## config.mk

```make
export PLATFORM = sky130hd
export DESIGN_NAME = route_sequencer_flat
export DESIGN_NICKNAME = d
export VERILOG_FILES = /design/src/rtl/sm_nav_pkg.sv /design/src/rtl/route_sequencer_if.sv /design/src/rtl/level_debounce.sv /design/src/rtl/route_sequencer.sv /design/src/flat_wrapper.sv
export SDC_FILE = /design/constraint.sdc
export NUM_CORES = 1
export LEC_CHECK = 0
export BUFFER_PORTS_ARGS = -buffer_cell sky130_fd_sc_hd__buf_4
export CAP_MARGIN = 15
export CORE_MARGIN = 3
export CORE_UTILIZATION = 66
export DETAILED_ROUTE_END_ITERATION = 8
export PLACE_DENSITY = 0.85
export SYNTH_ARGS = -nofsm -noshare
export SYNTH_HDL_FRONTEND = slang
export SYNTH_SLANG_ARGS = --single-unit
```

## constraint.sdc

```tcl
create_clock -name clk_50 -period 3.6 [get_ports clk_50]
set_clock_uncertainty 0.05 [all_clocks]
set_input_delay 0.9 -clock clk_50 [delete_from_list [all_inputs] [get_ports clk_50]]
set_output_delay 0.9 -clock clk_50 [all_outputs]
set_load 0.02 [all_outputs]
```

## src/rtl/sm_nav_pkg.sv

```systemverilog
// Shared navigation constants: turn direction codes and the sequencer state
// encoding. The turn executor uses the same direction codes.
package sm_nav_pkg;

    localparam logic [1:0] DIR_STRAIGHT = 2'd3;
    localparam logic [1:0] DIR_RIGHT    = 2'd2;
    localparam logic [1:0] DIR_LEFT     = 2'd1;
    localparam logic [1:0] DIR_UTURN    = 2'd0;

    typedef enum logic [1:0] {
        FOLLOW = 2'd0,
        TURN   = 2'd1,
        CLEAR  = 2'd2
    } state_t;

endpackage

```

## src/rtl/route_sequencer_if.sv

```systemverilog
// Signal bundle between the route sequencer and its environment: the
// line-sensor node flag, the turn executor handshake, and the route status.
interface route_sequencer_if;
    import sm_nav_pkg::*;

    // Handshake: node acts as the request (valid) and turn_done as the
    // completion (ready). node rises with direction already stable and holds
    // both until turn_done is sampled high. node then drops on the next cycle,
    // and stays low for at least one cycle so the executor can reset. A
    // turn_done that is still high after node has dropped has no effect.
    logic       node_det;
    logic       turn_done;
    logic       node;
    logic [1:0] direction;
    logic [4:0] node_count;
    logic [1:0] lap;
    logic       fault;
    state_t     state;

    modport master (
        input  node_det,
        input  turn_done,
        output node,
        output direction,
        output node_count,
        output lap,
        output fault,
        output state
    );

    modport slave (
        output node_det,
        output turn_done,
        input  node,
        input  direction,
        input  node_count,
        input  lap,
        input  fault,
        input  state
    );

endinterface

```

## src/rtl/level_debounce.sv

```systemverilog
// Synchronises an asynchronous level and confirms it after N consecutive
// samples equal to LEVEL. The count is held at zero while i_enable is low, so
// a confirmation window always starts fresh when its user becomes interested.
module level_debounce #(
    parameter int   N     = 4,
    parameter logic LEVEL = 1'b1
) (
    input  logic i_clk,
    input  logic i_rst,
    input  logic i_async,
    input  logic i_enable,
    output logic o_confirmed
);

    // Wide enough to hold N itself, the value the counter saturates at.
    localparam int             CW    = $clog2(N + 1);
    localparam logic [CW-1:0]  LIMIT = CW'(N);

    logic          r_sync1;
    logic          r_sync2;
    logic [CW-1:0] r_cnt;

    // Two-flop synchroniser for the raw level.
    always_ff @(posedge i_clk) begin
        if (i_rst) begin
            r_sync1 <= 1'b0;
            r_sync2 <= 1'b0;
        end else begin
            r_sync1 <= i_async;
            r_sync2 <= r_sync1;
        end
    end

    // Consecutive-sample counter; any off-level sample restarts it.
    always_ff @(posedge i_clk) begin
        if (i_rst || !i_enable || (r_sync2 != LEVEL)) begin
            r_cnt <= '0;
        end else if (r_cnt != LIMIT) begin
            r_cnt <= r_cnt + CW'(1);
        end
    end

    assign o_confirmed = (r_cnt == LIMIT);

endmodule

```

## src/rtl/route_sequencer.sv

```systemverilog
// Route sequencer: confirms each node, issues the turn for the current route
// entry to the turn executor, waits for completion (or times out), and re-arms
// only after the robot has clearly left the node. Tracks route position and
// completed laps.
module route_sequencer
    import sm_nav_pkg::*;
#(
    parameter int                   ROUTE_LEN    = 8,
    parameter logic [2*ROUTE_LEN-1:0] ROUTE      = 16'hFEDB,
    parameter int                   DEBOUNCE     = 50000,
    parameter int                   CLEAR_CYCLES = 2500000,
    parameter int                   TURN_TIMEOUT = 150000000
) (
    input  logic               clk_50,
    input  logic               rst,
    route_sequencer_if.master  bus
);

    localparam logic [27:0] TMO_LAST  = 28'(TURN_TIMEOUT - 1);
    localparam logic [4:0]  LAST_NODE = 5'(ROUTE_LEN - 1);

    state_t      r_state;
    state_t      w_next_state;
    logic        r_node;
    logic [1:0]  r_direction;
    logic [4:0]  r_node_count;
    logic [1:0]  r_lap;
    logic        r_fault;
    logic [27:0] r_tmo_cnt;

    logic        w_rise_en;
    logic        w_fall_en;
    logic        w_rise_conf;
    logic        w_fall_conf;
    logic        w_timeout;
    logic        w_take_dir;
    logic        w_advance;
    logic        w_set_fault;
    logic [1:0]  w_route_dir;

    assign w_rise_en = (r_state == FOLLOW);
    assign w_fall_en = (r_state == CLEAR);

    level_debounce #(.N(DEBOUNCE), .LEVEL(1'b1)) u_rise (
        .i_clk       (clk_50),
        .i_rst       (rst),
        .i_async     (bus.node_det),
        .i_enable    (w_rise_en),
        .o_confirmed (w_rise_conf)
    );

    level_debounce #(.N(CLEAR_CYCLES), .LEVEL(1'b0)) u_fall (
        .i_clk       (clk_50),
        .i_rst       (rst),
        .i_async     (bus.node_det),
        .i_enable    (w_fall_en),
        .o_confirmed (w_fall_conf)
    );

    // Route table lookup for the current position in the lap.
    always_comb begin
        w_route_dir = DIR_STRAIGHT;
        for (int i = 0; i < ROUTE_LEN; i++) begin
            if (r_node_count == 5'(i)) begin
                w_route_dir = ROUTE[2*i +: 2];
            end
        end
    end

    // The timeout counter holds the number of completed TURN cycles, so this
    // fires on the last permitted cycle.
    assign w_timeout = (r_tmo_cnt == TMO_LAST);

    // Next-state and step decisions; turn_done takes priority over timeout.
    always_comb begin
        w_next_state = r_state;
        w_take_dir   = 1'b0;
        w_advance    = 1'b0;
        w_set_fault  = 1'b0;
        case (r_state)
            FOLLOW: begin
                if (w_rise_conf) begin
                    w_next_state = TURN;
                    w_take_dir   = 1'b1;
                end
            end
            TURN: begin
                if (bus.turn_done) begin
                    w_next_state = CLEAR;
                    w_advance    = 1'b1;
                end else if (w_timeout) begin
                    w_next_state = CLEAR;
                    w_set_fault  = 1'b1;
                end
            end
            CLEAR: begin
                if (w_fall_conf) begin
                    w_next_state = FOLLOW;
                end
            end
            default: w_next_state = FOLLOW;
        endcase
    end

    // State register; node is its own flop so the request never glitches.
    always_ff @(posedge clk_50) begin
        if (rst) begin
            r_state <= FOLLOW;
            r_node  <= 1'b0;
        end else begin
            r_state <= w_next_state;
            r_node  <= (w_next_state == TURN);
        end
    end

    // Direction latch, route position, lap count and sticky fault.
    always_ff @(posedge clk_50) begin
        if (rst) begin
            r_direction  <= DIR_STRAIGHT;
            r_node_count <= '0;
            r_lap        <= '0;
            r_fault      <= 1'b0;
        end else begin
            if (w_take_dir) begin
                r_direction <= w_route_dir;
            end
            if (w_advance) begin
                if (r_node_count == LAST_NODE) begin
                    r_node_count <= '0;
                    r_lap        <= r_lap + 2'd1;
                end else begin
                    r_node_count <= r_node_count + 5'd1;
                end
            end
            if (w_set_fault) begin
                r_fault <= 1'b1;
            end
        end
    end

    // Saturating count of cycles spent in TURN; zero elsewhere.
    always_ff @(posedge clk_50) begin
        if (rst || (r_state != TURN)) begin
            r_tmo_cnt <= '0;
        end else if (r_tmo_cnt != '1) begin
            r_tmo_cnt <= r_tmo_cnt + 28'd1;
        end
    end

    assign bus.node       = r_node;
    assign bus.direction  = r_direction;
    assign bus.node_count = r_node_count;
    assign bus.lap        = r_lap;
    assign bus.fault      = r_fault;
    assign bus.state      = r_state;

endmodule

```

## src/flat_wrapper.sv

```systemverilog
// flat-port wrapper written by rule: the top's interface ports become plain ports
module route_sequencer_flat import sm_nav_pkg::*;
#(
    parameter int                   ROUTE_LEN    = 8,
    parameter logic [2*ROUTE_LEN-1:0] ROUTE      = 16'hFEDB,
    parameter int                   DEBOUNCE     = 50000,
    parameter int                   CLEAR_CYCLES = 2500000,
    parameter int                   TURN_TIMEOUT = 150000000
)
  (clk_50, rst, bus_node_det, bus_turn_done, bus_node, bus_direction, bus_node_count, bus_lap, bus_fault, bus_state);
  route_sequencer_if bus_i ();
  input  logic clk_50;
  input  logic rst;
  input wire logic [$bits(bus_i.node_det)-1:0] bus_node_det;
  input wire logic [$bits(bus_i.turn_done)-1:0] bus_turn_done;
  output wire logic [$bits(bus_i.node)-1:0] bus_node;
  output wire logic [$bits(bus_i.direction)-1:0] bus_direction;
  output wire logic [$bits(bus_i.node_count)-1:0] bus_node_count;
  output wire logic [$bits(bus_i.lap)-1:0] bus_lap;
  output wire logic [$bits(bus_i.fault)-1:0] bus_fault;
  output wire logic [$bits(bus_i.state)-1:0] bus_state;
  assign bus_i.node_det = bus_node_det;
  assign bus_i.turn_done = bus_turn_done;
  assign bus_node = bus_i.node;
  assign bus_direction = bus_i.direction;
  assign bus_node_count = bus_i.node_count;
  assign bus_lap = bus_i.lap;
  assign bus_fault = bus_i.fault;
  assign bus_state = bus_i.state;
  route_sequencer #(.ROUTE_LEN(ROUTE_LEN), .ROUTE(ROUTE), .DEBOUNCE(DEBOUNCE), .CLEAR_CYCLES(CLEAR_CYCLES), .TURN_TIMEOUT(TURN_TIMEOUT)) u_core (.clk_50(clk_50), .rst(rst), .bus(bus_i));
endmodule
```

; Yosys cells after proc, flatten, opt, wreduce, memory -nomap -nowiden
; Cells that the tools add are included.
[classes]
n_eq_ne = 17
n_reduce_logical = 9
n_lt_le_gt_ge = 0
n_shift = 0
n_mux = 20
multipliers = 0
bitwise = 1
add_sub_neg = 5
div = 0
[op_table]
columns = op, count
row1 = $add A28 B1 Y28 const B, 1
row2 = $eq A28 B28 Y1 const B, 1
row3 = $ne A28 B28 Y1 const B, 1
row4 = $add A22 B1 Y22 const B, 1
row5 = $eq A22 B22 Y1 const B, 1
row6 = $ne A22 B22 Y1 const B, 1
row7 = $eq A5 B3 Y1 const B, 4
row8 = $mux W2, 10
row9 = $add A16 B1 Y16 const B, 1
row10 = $eq A16 B16 Y1 const B, 1
row11 = $ne A16 B16 Y1 const B, 1
row12 = $eq A5 B2 Y1 const B, 2
row13 = $mux W1, 8
row14 = $pmux W2 S3, 1
row15 = $add A5 B1 Y5 const B, 1
row16 = $eq A5 B1 Y1 const B, 1
row17 = $logic_or A1 B1 Y1, 5
row18 = $mux W5, 1
row19 = $eq A2 B1 Y1 const B, 2
row20 = $add A2 B1 Y2 const B, 1
row21 = $eq A2 B2 Y1 const B, 1
row22 = $logic_not A1 Y1, 2
row23 = $logic_not A2 Y1, 1
row24 = $ne A2 B1 Y1 const B, 1
row25 = 2 further kinds, 2
[totals]
elab_cells = 63
register_bits = 81
ramBits = 0
latch_bits = 0
rom_bits = 0
mem_count = 0

; Depth between registers and ports, before layout
; Gate-level depths: netlist (run 1).
[logic_depth]
depth_word = 8
mapped_depth = 7
depth_no_buf = 7

; Hierarchy
; From an unflattened synthesis (run 1), not the netlist that was laid out.
[hier_totals]
hier_cells = 490
area_unflattened_um2 = 4327.9
[by_module_without_submodules]
columns = module, area_each_um2, seq_area_each_um2, instances, cells_each
row1 = route_sequencer, 2278.4, 820.8, 1, 260
row2 = level_debounce at u_core.u_fall, 1167.4, 480.5, 1, 135
row3 = level_debounce at u_core.u_rise, 882.1, 360.3, 1, 95

; Worst setup path after synthesis (run 1)
; Ideal clock, no wire load.
[synth_timing]
path_type = input -> register
from = in rst
to = reg u_core.r_tmo_cnt[0]
setup_slack_ns = 1.695
path_stages = 5
setup_time_ns = 0.128
n_path_buf = 2
t_required_ns = 3.422
arrival_time_ns = 1.727
path_cell_list = clkbuf_1 -> nor2_1 -> nand2_1 -> clkbuf_1 -> nor2_1
[synth_via]
elab_chain_cells = 1
[synth_lines]
columns = item, line
row1 = start: declaration, flat_wrapper.sv:13  ; input logic rst;
row2 = $logic_or A1 B1 Y1, route_sequencer.sv:143  ; if (rst || (r_state != TURN)) begin
row3 = end signal: assignment, route_sequencer.sv:146  ; r_tmo_cnt <= r_tmo_cnt + 28'd1;
row4 = end: declaration, route_sequencer.sv:29  ; logic [27:0] r_tmo_cnt;
; Every way passes these cells.
; A chain may end at the register's enable or synchronous reset.

; Worst setup path in the final report (run 1)
[layout_timing]
from = reg u_core.r_tmo_cnt[8]
to = reg u_core.r_tmo_cnt[19]
[layout_via]
elab_chain_cells = 1
[layout_lines]
columns = item, line
row1 = $add A28 B1 Y28 / $ne A28 B28 Y1 (equally long branches), "route_sequencer.sv:146, route_sequencer.sv:145"
; Parallel ways exist; a longest one is shown, timed or not.

==> impl_metrics.yaml, run 1 <==
grt:
  grt_pass1_wl_mm: 13.4
  track_usage: 0.229
  grt_antenna_before_repair: 0
  grt_pass1_vias: 3036
  grt_max_degree: 28
  globalRoute.totalOverflow: 0
sta:
  rsz0062_at_grt: "no"
  min_period_ns: 2.26
  finalCritPeriodShare: 0.628
  fmax_ghz: 0.442
  worst_pin_slew_ns: 0.932
  finalMaxSlewViolations: 0
  finalHoldViolCount: 0
  max_slew_margin: 0.377
  finalSetupViolations: 0
  tns_ns: 0
  setup_slack_ns: 1.34
yosys:
  yosysUniqueCellTypes: 58
  seq_area_frac_synth: 0.411
  synth_flop_cell: "dfxtp_1"
  syn-cell-area_um2: 3940
  synth_area_per_cell_um2: 8.64
  ys_async_sr_fraction: 0
  synth-edff-count: 0
  ys_ff_latch: 81
  yosysWarnings: 0
  synthCells: 456
  syn_nets: 469
worst_setup_path:
  crit_type: "reg2reg"
  critical_path_arrival_ns: 2.40
  start_kind: "flip-flop"
  required_ns: 3.74
  end_kind: "flip-flop"
  crit_path_max_fanout: 14
clock_tree:
  cts_resized: 0
  post_cts_buffers: 0
  clock_path_buffers: 2
  cts_tree: "done"
  postCtsHoldBufs: 0
  cts-root-buf: "clkbuf_8"
  cts_max_level: 3
  cts.sinks: 81
  clk_pin_slew_worst_paths_ns: 0.08
  clock_latency_ns: 0.35
  cts_made_buffers: 9
placement:
  port_buffers: 16
  dpl.cell_count: 532
  place_congestion: 0.855
  place_ws_ns: 1.25
  hpwl_mm: 5.34
  dpl_cell_area_um2: 4100
cells_and_area:
  diodes: 0
  drive_gt1_frac: 0.107
  final_area_um2: 4280
  syn_to_final_growth_pct: 8.60
  stdcell_count: 548
  layout_commonest_cell: "dfxtp_1"
  layout.nets: 484
  final_cell_mix: "dfxtp_1 (81), nor2_1 (67), nand2_1 (31)"
detailed_routing:
  drcViolationCount: 0
  vias_per_cell: 5.85
  post_drt_wl_per_cell_um: 14.0
  ant_nets: 0
  vias: 3207
  drt-initial-drc-count: 157
  wl_mm: 7.68
  firstDrtPassIters: 4
pwr:
  power_leakage_nw: 1.41
  irDropWorstVdd_v: 0.000368
  power_density_nw_per_um2: 355
run_status:
  status: "complete, no violations"
die:
  num_io_pins: 17
  core_area_um2: 5640
  dieHeight_um: 83.3
  fp.dieW_um: 83.3
  dieArea_um2: 6930
  rows: 27
  start_util: 0.699
min_path:
  hp-class: "reg2reg"
run:
  maxCapViolations: 0
-- per-stage QoR --
stage	power [mW]	hold WS, ns	util
after floorplan	0.925	0.364	-
after global placement	0.928	0.374	0.726
after detailed placement	0.929	0.387	0.726
after CTS	1.53	0.414	0.759
after global routing	1.57	0.422	0.759
final	1.52	0.409	0.759
-- registers in the layout, indices dropped and copies added, names as in the netlist, 2 cells and up --
name and flops:
u_core.bus.state 2, u_core.r_tmo_cnt 28, u_core.u_fall.r_cnt 22, u_core.bus.direction 2
u_core.bus.lap 2, u_core.bus.node_count 5, u_core.u_rise.r_cnt 16
-- final timing paths --
path	start	end	slack, ns	depth (start not counted)
min reg2reg	u_core.u_rise.r_sync1$_SDFF_PP0_	u_core.u_rise.r_sync2$_SDFF_PP0_	0.41	1
max reg2reg	u_core.r_tmo_cnt[8]$_SDFFE_PP0P_	u_core.r_tmo_cnt[19]$_SDFFE_PP0P_	1.34	5
min	u_core.u_rise.r_sync1$_SDFF_PP0_	u_core.u_rise.r_sync2$_SDFF_PP0_	0.41	1
max	u_core.r_tmo_cnt[8]$_SDFFE_PP0P_	u_core.r_tmo_cnt[19]$_SDFFE_PP0P_	1.34	5
-- critical path, cell delays in order (launching register included) --
cell,delay (ns)
dfxtp_1,0.45
nand3_2,0.17
nor4_4,0.60
and3_1,0.57
or4_1,0.19
a21oi_1,0.07
-- cell type report --
class | count | area (um^2)
fill | 410 | 1360
tap | 72 | 90.1
clock inverter | 4 | 27.5
clock buffer | 12 | 155
sequential | 81 | 1620
multi-input combinational | 347 | 2210
timing repair buffer | 16 | 120
inverter | 16 | 60.1
-- synth_stat cells (2+ instances only) --
| master | count | area (um^2) |
|---|---|---|
| o21ai_1 | 3 | 15.0 |
| nand2_1 | 31 | 116 |
| xnor2_1 | 21 | 184 |
| o31ai_1 | 4 | 30.0 |
| nand4_1 | 21 | 131 |
| nand3b_1 | 5 | 37.5 |
| nand2b_1 | 6 | 37.5 |
| clkbuf_1 | 7 | 26.3 |
| a31oi_1 | 2 | 12.5 |
| and3_1 | 7 | 43.8 |
| inv_1 | 16 | 60.1 |
| nand3_1 | 20 | 100 |
| a21o_1 | 2 | 15.0 |
| nor4_4 | 3 | 63.8 |
| and4_1 | 4 | 35.0 |
| nand4bb_1 | 2 | 22.5 |
| nand3_2 | 4 | 40.0 |
| xor2_1 | 25 | 219 |
| or2_2 | 2 | 12.5 |
| dfxtp_1 | 81 | 1620 |
| nor2_1 | 67 | 251 |
| or4_1 | 4 | 30.0 |
| and2_1 | 3 | 18.8 |
| or3_1 | 15 | 93.8 |
| mux2i_1 | 5 | 50.1 |
| nor2b_1 | 2 | 12.5 |
| nor4_1 | 6 | 37.5 |
| o21ai_0 | 11 | 55.1 |
| nor4b_1 | 3 | 26.3 |
| nor3_1 | 8 | 40.0 |
| a21oi_1 | 28 | 140 |
| buf_2 | 4 | 20.0 |
| ha_1 | 9 | 113 |
-- kinds of logic after synthesis --
family | count (synthesis) | share of synthesized area
xor gates and xnor gates | 46 | 0.102
adders and majority gates | 9 | 0.0286
DFF | 81 | 0.411
buffers and inverters | 28 | 0.0289
AOI/OAI and AO/OA | 57 | 0.0816
muxes | 5 | 0.0127
and+or+nand+nor | 230 | 0.335
-- metal layers --
metal  vias to the layer above  global-route usage  part of all wire
li1                       1632                   -                 -
met1                      1530               0.275              0.46
met4                         0              0.0743            0.0099
met2                        39               0.394              0.50
met5                         -                   0                 0
met3                         6              0.0625             0.031
-- report_power, final --
| part | leakage, nW | switching, mW | total [mW] | internal [mW] |
|---|---|---|---|---|
| Combinational | 0.668 | 0.00650 | 0.0106 | 0.00406 |
| Clock | 0.0846 | 0.324 | 0.611 | 0.287 |
| Sequential | 0.653 | 0.000738 | 0.897 | 0.896 |
(Power assumes the default switching activity.)
==> run 2, diff against run 1 <==
Settings changed: CORE_UTILIZATION 66 to 55, PLACE_DENSITY 0.85 to 0.75.
Clock period 3.6 ns to 2 ns, I/O delays scaled along.
==> run 2 against run 1 <==
  * Register-to-register slack worse by 1.2 ns
  * First-iteration DRC count down 36%
  * Via count up 0.37%
  * Sequential share of layout area down 1.7 points
  * Wire length up 1.5%
  * Final area up 4.8%
  * Critical path type unchanged
  * Largest cell class unchanged
==> impl_metrics.yaml, run 2 (same netlist as run 1, synthesis figures left out) <==
pwr:
  seq_power_share: 0.526
  p_comb_frac: 0.007
  power_leakage_nw: 1.52
  irDropWorstVdd_v: 0.000518
  intPower_mw: 2.45
  swShare: 0.200
  power.switching_uw: 613
  total_power_mw: 3.07
  power_density_nw_per_um2: 684
  clkPwrFrac: 0.466
worst_setup_path:
  cpMaxStageDelayCell: "or4_1"
  critical_path_arrival_ns: 2.07
  required_ns: 2.23
  critPathMaxStageDelay_ns: 0.51
  crit_path_max_fanout: 14
  crit_chain: "ha_1 > nand3_1 > nor2_2 > and3_4 > or4_1 > a21oi_1"
  start_kind: "flip-flop"
  crit_type: "reg2reg"
  end_kind: "flip-flop"
die:
  start_util: 0.574
  fp.dieW_um: 90.7
  rows: 30
  dieHeight_um: 90.7
  num_io_pins: 17
  core_area_um2: 6870
  dieArea_um2: 8220
sta:
  tns_ns: 0
  finalCritPeriodShare: 0.919
  finalSetupViolations: 0
  finalHoldViolCount: 0
  rsz0062_at_grt: "no"
  fmax_ghz: 0.544
  max_slew_margin: 0.652
  worst_pin_slew_ns: 0.517
  setup_slack_ns: 0.162
  finalMaxSlewViolations: 0
  min_period_ns: 1.84
detailed_routing:
  ant_nets: 0
  wl_mm: 7.80
  post_drt_wl_per_cell_um: 13.3
  drt-initial-drc-count: 100
  vias: 3219
  firstDrtPassIters: 4
  vias_per_cell: 5.48
  drcViolationCount: 0
clock_tree:
  cts.sinks: 81
  post_cts_buffers: 0
  clock_path_buffers: 2
  cts-root-buf: "clkbuf_8"
  postCtsHoldBufs: 0
  cts_made_buffers: 9
  clock_latency_ns: 0.35
  cts_tree: "done"
  cts_max_level: 3
  clk_pin_slew_worst_paths_ns: 0.08
placement:
  hpwl_mm: 5.64
  port_buffers: 16
  place_congestion: 0.852
  place_ws_ns: 0.0481
cells_and_area:
  drive_gt1_frac: 0.138
  final_util: 0.653
  largest_reg_flops: 28
  nFillCells: 588
  top_register: "u_core.r_tmo_cnt"
  layout_commonest_cell: "dfxtp_1"
  layout.nets: 499
  reg_top3: "u_core.r_tmo_cnt: 28 flops, u_core.u_fall.r_cnt: 22 flops, u_core.u_rise.r_cnt: 16 flops"
  syn_to_final_growth_pct: 13.8
  final_cell_mix: "dfxtp_1 (81), nor2_1 (67), nand2_1 (31), buf_4 (31), a21oi_1 (28)"
  diodes: 0
min_path:
  hp-class: "in2reg"
grt:
  grt_antenna_before_repair: 0
  track_usage: 0.204
  globalRoute.totalOverflow: 0
  grt_max_degree: 17
  grt_pass1_vias: 3065
  grt_pass1_wl_mm: 13.9
run_status:
  status: "complete, no violations"
run:
  maxCapViolations: 0
run 2: changes by cell type in the layout (fill, tap and decap cells not counted), sizes merged:
cell,before,now
bufinv,0,3
buf,16,31
clkinv,1,3
clkinvlp,3,0
clkbuf,12,9
inv,16,17
run 2: critical path: cells and delay by family (launching register included):
family                   cells  cell delay (ns)
AND/OR/NAND/NOR              4             1.01
flip-flops                   1             0.34
adder cells (fa/ha/maj)      1             0.23
AO/OA/AOI/OAI                1             0.15
run 2: layout make-up:
cell class,instances,area [um^2],area share
clock inverter,7,118,0.0262
inverter,16,60.1,0.0134
multi-input combinational,347,2210,0.493
sequential,81,1620,0.361
tap,96,120,0.0268
clock buffer,9,124,0.0276
timing repair buffer,31,233,0.0519
run 2: final timing paths:
kind                                                  startpoint                                 to  slack [ns]  depth (start not counted)
worst min register to register  u_core.u_rise.r_sync1$_SDFF_PP0_   u_core.u_rise.r_sync2$_SDFF_PP0_        0.41                          1
worst min-delay path                                bus_node_det   u_core.u_rise.r_sync1$_SDFF_PP0_        0.33                          2
worst max-delay path            u_core.r_tmo_cnt[0]$_SDFFE_PP0P_  u_core.r_tmo_cnt[17]$_SDFFE_PP0P_        0.16                          6
worst max register to register  u_core.r_tmo_cnt[0]$_SDFFE_PP0P_  u_core.r_tmo_cnt[17]$_SDFFE_PP0P_        0.16                          6
run 2: power by group through the flow:
stage / combinational [mW] / clock [mW] / sequential, mW
finish: 0.0220 / 1.43 / 1.61
detailed placement: 0.0219 / 0 / 1.65
global placement: 0.0217 / 0 / 1.65
global route: 0.0243 / 1.53 / 1.62
floorplan: 0.0118 / 0 / 1.65
CTS: 0.0221 / 1.47 / 1.61
run 2: what timing repair did:
item | CTS | global route
endpoints found under the setup margin | 0 | 7
endpoints found under the hold margin | 0 | 0
gates resized for setup | 0 | 2
run 2: layer usage:
metal  global-route usage  vias to the layer above  part of all wire  wire (um)
met1                0.255                     1497              0.47       3670
met5                    0                        -                 0          0
met3               0.0450                       15             0.035        273
met4               0.0906                        0             0.019        148
met2                0.336                       42              0.48       3710
li1                     -                     1665                 -          -
run 2: through the flow:
stage          area, um^2  cells  hold WS (ns)
4_1_cts              4480    587         0.323
3_3_place_gp         4240    571         0.384
2_1_floorplan        3940    456         0.364
5_1_grt              4490    587         0.325
3_5_place_dp         4240    571         0.400
6_report             4490    587         0.334
